==> config.mk <==
export PLATFORM = sky130hd
export DESIGN_NAME = mem_stage_lsu_flat
export DESIGN_NICKNAME = d
export VERILOG_FILES = /design/src/rtl/mem_stage_lsu_pkg.sv /design/src/rtl/mem_stage_lsu_if.sv /design/src/rtl/mem_stage_lsu_align.sv /design/src/rtl/mem_stage_lsu.sv /design/src/flat_wrapper.sv
export SDC_FILE = /design/constraint.sdc
export NUM_CORES = 1
export LEC_CHECK = 0
export ABC_AREA = 1
export ABC_CLOCK_PERIOD_IN_PS = 4900
export CORE_MARGIN = 3
export CORE_UTILIZATION = 45
export CTS_CLUSTER_SIZE = 10
export DETAILED_ROUTE_END_ITERATION = 6
export GPL_TIMING_DRIVEN = 1
export PLACE_DENSITY = 0.81
export SLEW_MARGIN = 20
export SYNTH_ARGS = -nofsm -noshare
export SYNTH_HDL_FRONTEND = slang
export SYNTH_SLANG_ARGS = --single-unit
==> constraint.sdc <==
create_clock -name clk -period 4.9 [get_ports clk]
set_clock_uncertainty 0.2 [all_clocks]
set_input_delay 0.98 -clock clk [delete_from_list [all_inputs] [get_ports clk]]
set_output_delay 0.98 -clock clk [all_outputs]
set_load 0.005 [all_outputs]
==> src/rtl/mem_stage_lsu_pkg.sv <==
// Shared types and constants for the memory-stage load/store unit.
// access_ok() is the single definition of a legal, aligned access.
package mem_pkg;

   typedef enum logic [2:0] {
      S_IDLE,
      S_REQ,
      S_WAIT,
      S_DONE,
      S_ERR
   } state_e;

   localparam logic [2:0] F3_B  = 3'b000;
   localparam logic [2:0] F3_H  = 3'b001;
   localparam logic [2:0] F3_W  = 3'b010;
   localparam logic [2:0] F3_BU = 3'b100;
   localparam logic [2:0] F3_HU = 3'b101;

   localparam logic [1:0] RESULTSRC_MEM = 2'b01;

   // Stores only come in signed-size flavours; unsigned encodings are load-only.
   function automatic logic access_ok(input logic we, input logic [2:0] f3,
                                      input logic [1:0] off);
      logic legal;
      logic mis;
      if (we) legal = (f3 == F3_B) || (f3 == F3_H) || (f3 == F3_W);
      else    legal = (f3 == F3_B) || (f3 == F3_H) || (f3 == F3_W) ||
                      (f3 == F3_BU) || (f3 == F3_HU);
      mis = (((f3 == F3_H) || (f3 == F3_HU)) && off[0]) ||
            ((f3 == F3_W) && (off != 2'b00));
      return legal && !mis;
   endfunction

endpackage

==> src/rtl/mem_stage_lsu_if.sv <==
// Data-memory bus: valid/ready request channel, valid-only response channel.
interface mem_stage_lsu_if #(
   parameter int DATA_WIDTH    = 32,
   parameter int ADDRESS_WIDTH = 32
);
   logic                     req_valid;
   logic                     req_ready;
   logic                     req_we;
   logic [ADDRESS_WIDTH-1:0] req_addr;
   logic [DATA_WIDTH-1:0]    req_wdata;
   logic [3:0]               req_wstrb;
   logic                     rsp_valid;
   logic [DATA_WIDTH-1:0]    rsp_rdata;

   modport master (
      output req_valid, req_we, req_addr, req_wdata, req_wstrb,
      input  req_ready, rsp_valid, rsp_rdata
   );

   modport slave (
      input  req_valid, req_we, req_addr, req_wdata, req_wstrb,
      output req_ready, rsp_valid, rsp_rdata
   );
endinterface

==> src/rtl/mem_stage_lsu_align.sv <==
// Byte-lane steering: store lane replication/strobes and load extract/extend.
// Purely combinational so the cache can reuse it unchanged.
module lsu_align
   import mem_pkg::*;
#(
   parameter int DATA_WIDTH = 32
) (
   input  logic                  we_i,
   input  logic [2:0]            funct3_i,
   input  logic [1:0]            off_i,
   input  logic [DATA_WIDTH-1:0] wdata_i,
   input  logic [DATA_WIDTH-1:0] rdata_i,
   output logic [DATA_WIDTH-1:0] lane_wdata_o,
   output logic [3:0]            wstrb_o,
   output logic [DATA_WIDTH-1:0] load_o
);

   logic [DATA_WIDTH-1:0] shifted;

   always_comb begin
      lane_wdata_o = wdata_i;
      wstrb_o      = 4'b1111;
      case (funct3_i[1:0])
         2'b00: begin
            lane_wdata_o = {4{wdata_i[7:0]}};
            wstrb_o      = 4'b0001 << off_i;
         end
         2'b01: begin
            lane_wdata_o = {2{wdata_i[15:0]}};
            wstrb_o      = 4'b0011 << off_i;
         end
         default: ;
      endcase
      if (!we_i) wstrb_o = 4'b0000;
   end

   // Word loads are always aligned, so the shifted word doubles as LW data.
   always_comb begin
      shifted = rdata_i >> {off_i, 3'b000};
      case (funct3_i)
         F3_B:    load_o = {{24{shifted[7]}}, shifted[7:0]};
         F3_H:    load_o = {{16{shifted[15]}}, shifted[15:0]};
         F3_BU:   load_o = {24'd0, shifted[7:0]};
         F3_HU:   load_o = {16'd0, shifted[15:0]};
         default: load_o = shifted;
      endcase
   end

endmodule

==> src/rtl/mem_stage_lsu.sv <==
// Memory-stage LSU: runs one data-memory access per instruction, stalling
// the pipeline until it completes, and flags misaligned/illegal accesses.
module mem_stage_lsu
   import mem_pkg::*;
#(
   parameter int DATA_WIDTH    = 32,
   parameter int ADDRESS_WIDTH = 32
) (
   input  logic                     clk,
   input  logic                     rst,
   input  logic [ADDRESS_WIDTH-1:0] m_aluresult,
   input  logic [DATA_WIDTH-1:0]    m_wdata,
   input  logic [2:0]               m_funct3,
   input  logic                     m_memwrite,
   input  logic [1:0]               m_resultsrc,
   output logic                     stall,
   output logic [DATA_WIDTH-1:0]    load_data,
   output logic                     load_valid,
   output logic                     mem_err,
   mem_stage_lsu_if.master          bus
);

   state_e                   state_q, state_d;
   logic [ADDRESS_WIDTH-1:0] addr_q, addr_d;
   logic                     we_q, we_d;
   logic [DATA_WIDTH-1:0]    wdata_q, wdata_d;
   logic [2:0]               f3_q, f3_d;
   logic [DATA_WIDTH-1:0]    load_data_q, load_data_d;

   logic                     access;
   logic                     stall_c;
   logic                     req_valid_c;
   logic [DATA_WIDTH-1:0]    lane_wdata;
   logic [3:0]               lane_wstrb;
   logic [DATA_WIDTH-1:0]    load_ext;

   assign access = m_memwrite | (m_resultsrc == RESULTSRC_MEM);

   // Request fields come from latched copies so they stay put until the handshake.
   lsu_align #(.DATA_WIDTH(DATA_WIDTH)) u_align (
      .we_i        (we_q),
      .funct3_i    (f3_q),
      .off_i       (addr_q[1:0]),
      .wdata_i     (wdata_q),
      .rdata_i     (bus.rsp_rdata),
      .lane_wdata_o(lane_wdata),
      .wstrb_o     (lane_wstrb),
      .load_o      (load_ext)
   );

   always_ff @(posedge clk or posedge rst) begin
      if (rst) begin
         state_q     <= S_IDLE;
         addr_q      <= '0;
         we_q        <= 1'b0;
         wdata_q     <= '0;
         f3_q        <= 3'b000;
         load_data_q <= '0;
      end else begin
         state_q     <= state_d;
         addr_q      <= addr_d;
         we_q        <= we_d;
         wdata_q     <= wdata_d;
         f3_q        <= f3_d;
         load_data_q <= load_data_d;
      end
   end

   always_comb begin
      state_d     = state_q;
      addr_d      = addr_q;
      we_d        = we_q;
      wdata_d     = wdata_q;
      f3_d        = f3_q;
      load_data_d = load_data_q;
      stall_c     = 1'b0;
      req_valid_c = 1'b0;
      load_valid  = 1'b0;
      mem_err     = 1'b0;
      case (state_q)
         S_IDLE: begin
            if (access) begin
               stall_c = 1'b1;
               if (access_ok(m_memwrite, m_funct3, m_aluresult[1:0])) begin
                  state_d = S_REQ;
                  addr_d  = m_aluresult;
                  we_d    = m_memwrite;
                  wdata_d = m_wdata;
                  f3_d    = m_funct3;
               end else begin
                  state_d = S_ERR;
               end
            end
         end
         S_REQ: begin
            stall_c     = 1'b1;
            req_valid_c = 1'b1;
            if (bus.req_ready) state_d = we_q ? S_DONE : S_WAIT;
         end
         S_WAIT: begin
            stall_c = 1'b1;
            if (bus.rsp_valid) begin
               load_data_d = load_ext;
               state_d     = S_DONE;
            end
         end
         S_DONE: begin
            load_valid = !we_q;
            state_d    = S_IDLE;
         end
         S_ERR: begin
            mem_err = 1'b1;
            state_d = S_IDLE;
         end
         default: state_d = S_IDLE;
      endcase
   end

   // IDLE stalls combinationally off the inputs, so mask it while reset is held.
   assign stall         = stall_c & ~rst;
   assign load_data     = load_data_q;
   assign bus.req_valid = req_valid_c;
   assign bus.req_we    = we_q;
   assign bus.req_addr  = {addr_q[ADDRESS_WIDTH-1:2], 2'b00};
   assign bus.req_wdata = lane_wdata;
   assign bus.req_wstrb = lane_wstrb;

endmodule

==> src/flat_wrapper.sv <==
// flat-port wrapper written by rule: the top's interface ports become plain ports
module mem_stage_lsu_flat import mem_pkg::*;
#(
   parameter int DATA_WIDTH    = 32,
   parameter int ADDRESS_WIDTH = 32
)
  (clk, rst, m_aluresult, m_wdata, m_funct3, m_memwrite, m_resultsrc, stall, load_data, load_valid, mem_err, bus_req_valid, bus_req_we, bus_req_addr, bus_req_wdata, bus_req_wstrb, bus_req_ready, bus_rsp_valid, bus_rsp_rdata);
  mem_stage_lsu_if #(.DATA_WIDTH(DATA_WIDTH), .ADDRESS_WIDTH(ADDRESS_WIDTH)) bus_i ();
  input  logic clk;
  input  logic rst;
  input  logic [ADDRESS_WIDTH-1:0] m_aluresult;
  input  logic [DATA_WIDTH-1:0] m_wdata;
  input  logic [2:0] m_funct3;
  input  logic m_memwrite;
  input  logic [1:0] m_resultsrc;
  output logic stall;
  output logic [DATA_WIDTH-1:0] load_data;
  output logic load_valid;
  output logic mem_err;
  output wire logic [$bits(bus_i.req_valid)-1:0] bus_req_valid;
  output wire logic [$bits(bus_i.req_we)-1:0] bus_req_we;
  output wire logic [$bits(bus_i.req_addr)-1:0] bus_req_addr;
  output wire logic [$bits(bus_i.req_wdata)-1:0] bus_req_wdata;
  output wire logic [$bits(bus_i.req_wstrb)-1:0] bus_req_wstrb;
  input wire logic [$bits(bus_i.req_ready)-1:0] bus_req_ready;
  input wire logic [$bits(bus_i.rsp_valid)-1:0] bus_rsp_valid;
  input wire logic [$bits(bus_i.rsp_rdata)-1:0] bus_rsp_rdata;
  assign bus_req_valid = bus_i.req_valid;
  assign bus_req_we = bus_i.req_we;
  assign bus_req_addr = bus_i.req_addr;
  assign bus_req_wdata = bus_i.req_wdata;
  assign bus_req_wstrb = bus_i.req_wstrb;
  assign bus_i.req_ready = bus_req_ready;
  assign bus_i.rsp_valid = bus_rsp_valid;
  assign bus_i.rsp_rdata = bus_rsp_rdata;
  mem_stage_lsu #(.DATA_WIDTH(DATA_WIDTH), .ADDRESS_WIDTH(ADDRESS_WIDTH)) u_core (.clk(clk), .rst(rst), .m_aluresult(m_aluresult), .m_wdata(m_wdata), .m_funct3(m_funct3), .m_memwrite(m_memwrite), .m_resultsrc(m_resultsrc), .stall(stall), .load_data(load_data), .load_valid(load_valid), .mem_err(mem_err), .bus(bus_i));
endmodule
==> results by stage, run 1 <==
Status:
- The flow ran to the end, and the final reports show no timing, DRC or antenna violations.

Place:
- In this run, placement finished with an instance count of between 1,000 and 1,500.
- Once detailed placement completed, the half-perimeter wirelength came to between 10,000 and 15,000 um.
- After detailed placement, the total cell area comes to between 7000 and 8000 um^2.
- The congestion estimate from routability-driven global placement came to just over 0.9.
- The number of buffers added on ports is about 210.

Synthesis:
- Counting flops with an async set or reset pin after synthesis yields a share of 100.0%.
- By count the netlist is led by 318 x sky130_fd_sc_hd__nand2_1, 132 x sky130_fd_sc_hd__nand3_1, 103 x sky130_fd_sc_hd__dfrtp_1.
- Yosys attributes the largest share of cell area to sky130_fd_sc_hd__dfrtp_1 45%, sky130_fd_sc_hd__nand2_1 21%, sky130_fd_sc_hd__nand3_1 12%.
- The dominant cell by count in the synthesized netlist is sky130_fd_sc_hd__nand2_1.
- Of the synthesized area, sequential elements account for between 40 and 50%.
- The number of distinct library cells after synthesis is 24.
- The synthesis warning total is 0.
- After technology mapping, the gate count stands at ~800.
- The synthesized cell area is ~5700 um^2.
- sky130_fd_sc_hd__dfrtp_1 takes more of the synthesized area than any other cell.
- The most used flip-flop cell after synthesis is sky130_fd_sc_hd__dfrtp_1.
- Yosys mapped a number of flops with a built-in enable equal to 0.
- The synthesized area per cell is between 7 and 8 um^2.
- After synthesis the netlist holds a flip-flop and latch count of about 100.
- In this run the biggest area consumer among cell types represents 45.10% of the synthesized area.

Worst setup path:
- The worst register-to-register path has a setup slack of roughly 2.0 ns.
- In this run the critical register-to-register path is captured at u_core.load_data[23].
- Data arrives at the worst endpoint at about 2.7 ns.
- STA classifies the critical path startpoint as a register.
- The critical path is of the reg -> out type.
- The highest cell delay on the worst timing path is 0.56 ns.
- The slowest stage of the critical path is the sky130_fd_sc_hd__clkdlybuf4s50_1 cell.
- The path depth of the worst reg2reg path is 8.
- Of all nets on the critical path, the largest fanout is 14.
- The signal on the critical path passes through inv_1, nand2_1, inv_1, nand2_1, o211ai_1, clkdlybuf4s50_1.
- The endpoint type of the worst setup path is an output port.
- STA puts the critical path data required time at around 3.7 ns.
- The startpoint of the most critical register-to-register path is u_core.addr_q[0].

CTS:
- The CTS buffer count is 9.
- At the later pin of the worst-skew pair, clock insertion delay measures between 0.3 and 0.4 ns.
- The number of setup buffers added after CTS is 0.
- Clock-pin slew was measured on the worst setup and hold paths at 0.07 ns.
- The number of buffers inserted by hold repair at cts is 0.
- The cell sitting at the root of the clock tree is a sky130_fd_sc_hd__clkbuf_16.
- Once the clock tree was built, the resizer swapped 0 gates to a different size.
- TritonCTS built the clock tree.
- The number of H-tree branching levels is 3.
- The buffer levels on the longest clock path is 2.
- The number of clock sinks seen by CTS is just over 100.

Floorplanning:
- The area of the core is around 12,000 um^2.
- For this configuration, the core starts out at a cell density of a little under half.
- The die covers around 14,000 um^2.
- The number of I/O pins is between 200 and 250.
- In this run the core area contains 40 standard-cell rows.
- The die is between 100 and 150 um wide.
- From bottom edge to top edge, the die measures 118.7 um.

Route:
- The average routed wire per standard cell is roughly 15 um.
- In the routed layout, each cell is associated on average with a via count of 4.955.
- The count of nets left with antenna violations once routing finished came out at 0.
- The iteration count of the initial detailed-routing pass is 5.
- For this block, the initial DRC count from the detailed router was around 420.
- For this run, design rule violations remaining after detail routing come to 0.
- Summed over all layers, the routed wires come to ~17,000 um.
- The via count is about 5,500.

Pwr:
- The power per cell area is 632.5 nW/um^2.
- In this run the power spent charging and discharging nets is approximately 1.9 mW.
- The switching fraction of total power is between 30% and 40%.
- The power share of the sequential group is about a third.
- The clock group share of total power is between 10% and 20%.
- VDD sags by at most 0.4284 mV.
- Combinational logic burns 52.9% of the power.
- Internal power comes to around 3.1 mW.
- The analysis attributes to cell leakage a power of a little under 4 nW.

STA:
- The final number of hold-violating endpoints was 0.
- Setup violations remaining at the end of the flow were counted as 0.
- Setup repair after global routing left no endpoint under its margin.
- Based on the critical path, the design can be clocked at up to approximately 260 MHz.
- The remaining max-slew budget at the tightest pin is about 34%.
- The post-route setup TNS is 0 ns.
- At the pin with the least slew margin, the transition time is 0.9961 ns.
- The max-slew violation total from the final report came to 0.
- In the finished design, the share of the clock period the worst path needs comes to around four fifths.
- Hold timing on the final database bottoms out at a slack of ~0.27 ns.
- The worst path in the final design needs a cycle of a little under 4 ns, including I/O delays and setup.

Layout:
- From synthesis to final layout, the design area changed by 37.15%.
- The post-layout utilization of the core is 64.19%.
- The antenna cell count is 0.
- The post-route cell area is just under 8000 um^2.
- The count of placed standard cells in the final layout, fillers left out is 1,112.
- The layout net count is around 1,000.
- Fill cells in the final layout number 1,139.
- In the final layout, the share of cells above drive strength 1 is about 5.5%.

Global routing:
- The number of global-route vias before repair is 5,295.
- The most used routing layer in global routing is met2.
- The number of antenna violations at the first check in global routing is 0.
- The combined global-route utilization of all metal layers is between 20% and 30%.
- The global routing met1 resource utilization is 30.52%.
- The met3 global-route usage is between 8 and 9%.
- The met2 track demand over resource is between 30% and 40%.
- The first global-routing pass estimated between 20,000 and 30,000 um of wire.
- Global routing finished with a remaining overflow of 0.
- Entering global routing, the biggest net connects 70 pins.

Min path:
- The min-delay analysis places its worst path in the category reg -> reg.
- The path with the worst hold slack has its endpoint at u_core.wdata_q[17].
- The depth of the worst hold-timing path is 2.
- The worst hold path begins at u_core.wdata_q[17].

Run:
- The max-cap check violation count is 0.
-- kinds of logic (layout without fill, tap and decap cells) --
| family | count (synthesis) | count (layout) | share of synthesized area, % |
|---|---|---|---|
| and+or+nand+nor | 520 | 520 | 38.79 |
| DFF | 103 | 103 | 45.10 |
| other | 1 | 2 | 0.06561 |
| AOI/OAI and AO/OA | 24 | 24 | 2.364 |
| buffers and inverters | 150 | 295 | 13.68 |
-- critical path, delay by kind of cell (launching register included) --
| kind | cells | cell delay [ns] |
|---|---|---|
| flip-flops | 1 | 0.38 |
| buffers and inverters | 3 | 1.36 |
| AND/OR/NAND/NOR | 2 | 0.50 |
| AO/OA/AOI/OAI | 1 | 0.11 |
-- power by group through the flow --
stage / Clock (mW) / Combinational [mW] / Sequential, mW
after floorplan: 0 / 1.55 / 1.50
after global placement: 0 / 2.61 / 1.59
after detailed placement: 0 / 2.64 / 1.60
after CTS: 0.749 / 2.66 / 1.60
after global routing: 0.782 / 2.92 / 1.65
final: 0.736 / 2.62 / 1.60
-- worst max path at each step --
stage,start,endpoint,slack (ns),cells after the start
after detailed placement,m_memwrite,stall,1.30,6
after global placement,m_memwrite,stall,1.37,6
after floorplan,rst,u_core.addr_q[0],1.02,1
after CTS,u_core.f3_q[1],bus_req_wdata[26],0.97,6
after global routing,u_core.f3_q[1],bus_req_wdata[10],0.73,6
final,u_core.f3_q[1],bus_req_wdata[26],1.02,6
-- flip-flops by register name, indices dropped and copies added, names as in the netlist --
name,count
u_core.load_data,32
u_core.state_q,3
u_core.wdata_q,32
u_core.bus.req_we,1
u_core.addr_q,32
u_core.f3_q,3
-- routing by layer --
metal	up-vias	wire (um)
li1	2713	-
met1	2554	7079
met2	228	7759
met3	15	1633
met4	0	215
met5	-	0
-- placed cells by master, fill, tap and decap left out, types with 3 or more instances in the layout --
| cell | n |
|---|---|
| sky130_fd_sc_hd__o21ai_0 | 13 |
| sky130_fd_sc_hd__clkdlybuf4s50_1 | 208 |
| sky130_fd_sc_hd__or2_2 | 19 |
| sky130_fd_sc_hd__buf_4 | 8 |
| sky130_fd_sc_hd__or2_1 | 4 |
| sky130_fd_sc_hd__clkbuf_16 | 9 |
| sky130_fd_sc_hd__a21oi_1 | 5 |
| sky130_fd_sc_hd__inv_2 | 3 |
| sky130_fd_sc_hd__dfrtp_1 | 103 |
| sky130_fd_sc_hd__nand2_1 | 318 |
| sky130_fd_sc_hd__inv_1 | 59 |
| sky130_fd_sc_hd__o211ai_1 | 6 |
| sky130_fd_sc_hd__nor2_1 | 39 |
| sky130_fd_sc_hd__nand3_1 | 132 |
-- per-stage QoR --
stage	setup WS [ns]	total power, mW
after floorplan	1.016	3.052
after global placement	1.365	4.204
after detailed placement	1.301	4.243
after CTS	0.9745	5.002
after global routing	0.7292	5.361
final	1.020	4.958
-- cell type report --
class | instances | area, um^2 | area share [%]
Sequential cell | 103 | 2577 | 32.88
Clock inverter | 5 | 56.30 | 0.7183
Timing Repair Buffer | 216 | 2142 | 27.33
Tap cell | 168 | 210.2 | 2.682
Multi-Input combinational cell | 546 | 2361 | 30.12
Inverter | 63 | 239.0 | 3.049
Clock buffer | 11 | 252.7 | 3.224
(Power assumes the default switching activity.)
==> run 2, diff against run 1 <==
--- a/config.mk
+++ b/config.mk
@@ -6,13 +6,13 @@
 export NUM_CORES = 1
 export LEC_CHECK = 0
 export ABC_AREA = 1
-export ABC_CLOCK_PERIOD_IN_PS = 4900
+export ABC_CLOCK_PERIOD_IN_PS = 3200
 export CORE_MARGIN = 3
-export CORE_UTILIZATION = 45
+export CORE_UTILIZATION = 41
 export CTS_CLUSTER_SIZE = 10
 export DETAILED_ROUTE_END_ITERATION = 6
 export GPL_TIMING_DRIVEN = 1
-export PLACE_DENSITY = 0.81
+export PLACE_DENSITY = 0.78
 export SLEW_MARGIN = 20
 export SYNTH_ARGS = -nofsm -noshare
 export SYNTH_HDL_FRONTEND = slang
==> constraint.sdc (replaced) <==
create_clock -name clk -period 3.2 [get_ports clk]
set_clock_uncertainty 0.2 [all_clocks]
set_input_delay 0.64 -clock clk [delete_from_list [all_inputs] [get_ports clk]]
set_output_delay 0.64 -clock clk [all_outputs]
set_load 0.005 [all_outputs]
==> run 2 against run 1 <==
Via count is 1.7% higher. Global-route usage is 1.3 points lower. Core utilization is 5.3 points lower. Combinational power increased by 59%. Largest power group unchanged. Register-to-register slack worse by 1.2 ns. Final cell count is 1.5% higher. Design area rose by 1.1%. First-iteration DRC count is 1.9% higher. Non-clock buffer count is 9 higher. Highest routed layer unchanged. Clock-buffer cell count decreased by 2. Die area increased by 9.3%.
==> results by stage, run 2 (synthesis results as in run 1) <==
Status:
- The flow ran to the end, and the final reports show no timing, DRC or antenna violations.

Global routing:
- The pin count of the biggest net entering global routing is 69.
- The number of antenna violations at the first check in global routing is 0.
- The combined global-route utilization of all metal layers is between 20 and 25%.
- Global routing used 28.10% of the available met1 tracks.
- The number of global-route vias before repair is 5,361.
- In the global route stage, met3 resource usage came out at about 6.7%.
- met2 is the most crowded layer.
- Global routing finished with a remaining overflow of 0.
- Global routing consumed, on the met2 layer, 35.24% of the routing resources.
- The first-pass GRT wire length is around 27,000 um.

Route:
- The total wire length after detailed routing is about 17,000 um.
- The residual DRC count is 0.
- The average routed wire per standard cell is about 15 um.
- The detail-routed via count per cell is between 4 and 5.
- The detail route stage leaves a number of antenna-violating nets equal to 0.
- The first TritonRoute pass finished after 5 iterations.
- The via count is 5,602.
- The first routing iteration left between 400 and 500 violations.

Pwr:
- Power spread over the standard cell area amounts to ~970 nW/um^2.
- The standby leakage power is approximately 4 nW.
- The largest vdd supply drop is just under 0.7 mV.

Layout:
- The multi-input logic area is between 2000 and 2500 um^2.
- The post-route cell area is 7923 um^2.
- From synthesis to final layout, the design area changed by 38.62%.
- The layout cell share with drive strength beyond 1 is 6.401%.
- The most common cell after layout, fill and taps aside is sky130_fd_sc_hd__nand2_1.
- The sequential cells in the finished layout cover a total of 2577 um^2.
- Excluding fillers, the count of instances in the completed layout stands at roughly 1,100.
- After the last flow step, the layout net total stands at about 1,100.
- The number of filler cells placed in the layout is approximately 1,200.
- The antenna cell count is 0.
- The library cells used most frequently in the layout, excluding fill and tap cells, are 318 x sky130_fd_sc_hd__nand2_1, 208 x sky130_fd_sc_hd__clkdlybuf4s50_1, 132 x sky130_fd_sc_hd__nand3_1.

Worst setup path:
- The largest single stage delay on the critical path is approximately 0.51 ns.
- The combined buffer and inverter count along the critical path is 4.
- The setup check on the worst reg-to-reg path leaves a slack of 0.75 ns.
- In this run the worst path has a maximum fanout of 8.
- The cell that appears most often on the critical path is sky130_fd_sc_hd__inv_1.
- Counting cells, the worst reg-to-reg path comes to 8.
- The largest individual stage delay along the critical path comes from the cell sky130_fd_sc_hd__clkdlybuf4s50_1.
- STA classifies the critical path endpoint as an output port.
- The data required time of the critical path is roughly 2.4 ns.
- The kind of critical path is reg -> out.
- The critical path's top delay family is buffers and inverters.
- The startpoint of the most critical register-to-register path is u_core.state_q[1].
- The endpoint identified for the worst register-to-register timing path is u_core.wdata_q[28].
- Traced cell by cell, the critical path runs through inv_1, nand2_1, inv_1, nand3_1, o21ai_0, o21ai_0, inv_1, clkdlybuf4s50_1.
- The kind of start point of the critical path is a register.
- In this run the number of cells on the critical path is 8.
- For the worst setup path, the data arrival time is between 2 and 2.5 ns.

Floorplanning:
- The die covers ~15,000 um^2.
- The die is 124.1 um tall.
- The number of I/O pins is ~210.
- After floorplanning, the core was divided into between 40 and 50 placement rows.
- The region available for standard cell placement spans about 13,000 um^2.
- The horizontal die dimension is 124.1 um.
- For this configuration, the core starts out at a cell density of between 40% and 50%.

Place:
- Prior to clock tree synthesis, the placed netlist has a worst setup slack of around 0.33 ns.
- The number of buffers added on ports is roughly 210.
- The total half-perimeter wirelength after legalization and detailed placement is ~12,000 um.
- The area of placed instances is around 7600 um^2.
- Counting tap cells, the placed design contains a total of between 1,000 and 1,500 instances.
- The weighted congestion at the end of routability-driven global placement is roughly 0.86.

Run:
- The max-cap check violation count is 0.

Min path:
- The path with the worst hold slack has its endpoint at u_core.addr_q[13].
- The path category of the worst min-delay check is reg -> reg.
- The start point of the worst hold path is u_core.addr_q[13].
- The depth of the worst hold-timing path is 2.

CTS:
- The clock net in this run drives a total of 103 sinks.
- The number of gates resized after CTS is 0.
- TritonCTS built the clock tree.
- The H-tree was split into 3 levels.
- The root buffer cell is sky130_fd_sc_hd__clkbuf_16.
- The number of buffers inserted by hold repair at cts is 0.
- The buffer levels on the longest clock path is 2.
- Clock-pin slew was measured on the worst setup and hold paths at about 0.070 ns.
- The clock latency of the later-clocked register in the worst-skew pair is approximately 0.35 ns.
- The post-CTS setup-driven buffer insertion count is 0.
- The CTS buffer count is 9.

STA:
- The remaining max-slew budget at the tightest pin is 52.75%.
- The final number of hold-violating endpoints is 0.
- Counting I/O delays and the setup requirement, the final critical path takes slightly below 3 ns.
- Setup repair after global routing left no endpoint under its margin.
- The worst path setup slack after routing is between 0.2 and 0.25 ns.
- The maximum clock frequency is roughly 340 MHz.
- In the finished design, the share of the clock period the worst path needs comes to 92.86%.
- For the pin with the worst max-slew slack, the measured transition is approximately 0.71 ns.
- The post-route setup TNS is 0 ns.
- The final setup violation count is 0.
- The max-slew violation total from the final report came to 0.
run 2: changes by cell type in the layout (fill, tap and decap cells not counted), sizes merged:
cell,change
buf,+9
clkbuf,-2
clkinv,-2
clkinvlp,+2
inv,+2
run 2: per-layer routing:
metal,part of all wire [%],up-vias
met1,41,2561
met4,2.9,0
met3,10,39
met2,46,269
met5,0,-
li1,-,2733
run 2: worst max path at each step:
stage,startpoint,to
global placement,m_resultsrc[1],stall
floorplan,m_resultsrc[1],stall
detailed placement,m_resultsrc[1],stall
global route,u_core.f3_q[1],bus_req_wstrb[2]
finish,u_core.f3_q[1],bus_req_wstrb[2]
CTS,u_core.f3_q[1],bus_req_wstrb[2]
run 2: final cells by class:
type	instances	share of cell area, %
clock buffer	9	2.843
timing repair buffer	225	28.05
tap	176	2.780
sequential	103	32.53
clock inverter	7	0.9634
inverter	63	3.032
multi-input combinational	546	29.80
run 2: worst min-delay path, stage by stage (launching register included):
cell	delay [ns]
sky130_fd_sc_hd__dfrtp_1	0.34
sky130_fd_sc_hd__nand2_1	0.05
sky130_fd_sc_hd__nand2_1	0.05
run 2: through the flow:
step	power, mW	utilization (%)	hold slack [ns]
floorplan	4.674	-	0.2417
global placement	6.505	56.65	0.2526
detailed placement	6.581	56.65	0.2574
CTS	7.760	58.89	0.2753
global route	8.289	58.89	0.2897
finish	7.691	58.89	0.2726
run 2: power breakdown:
group	internal, mW	switching, mW	total, mW
registers	1.96	0.434	2.39
clock network	0.614	0.526	1.14
logic	2.12	2.04	4.16
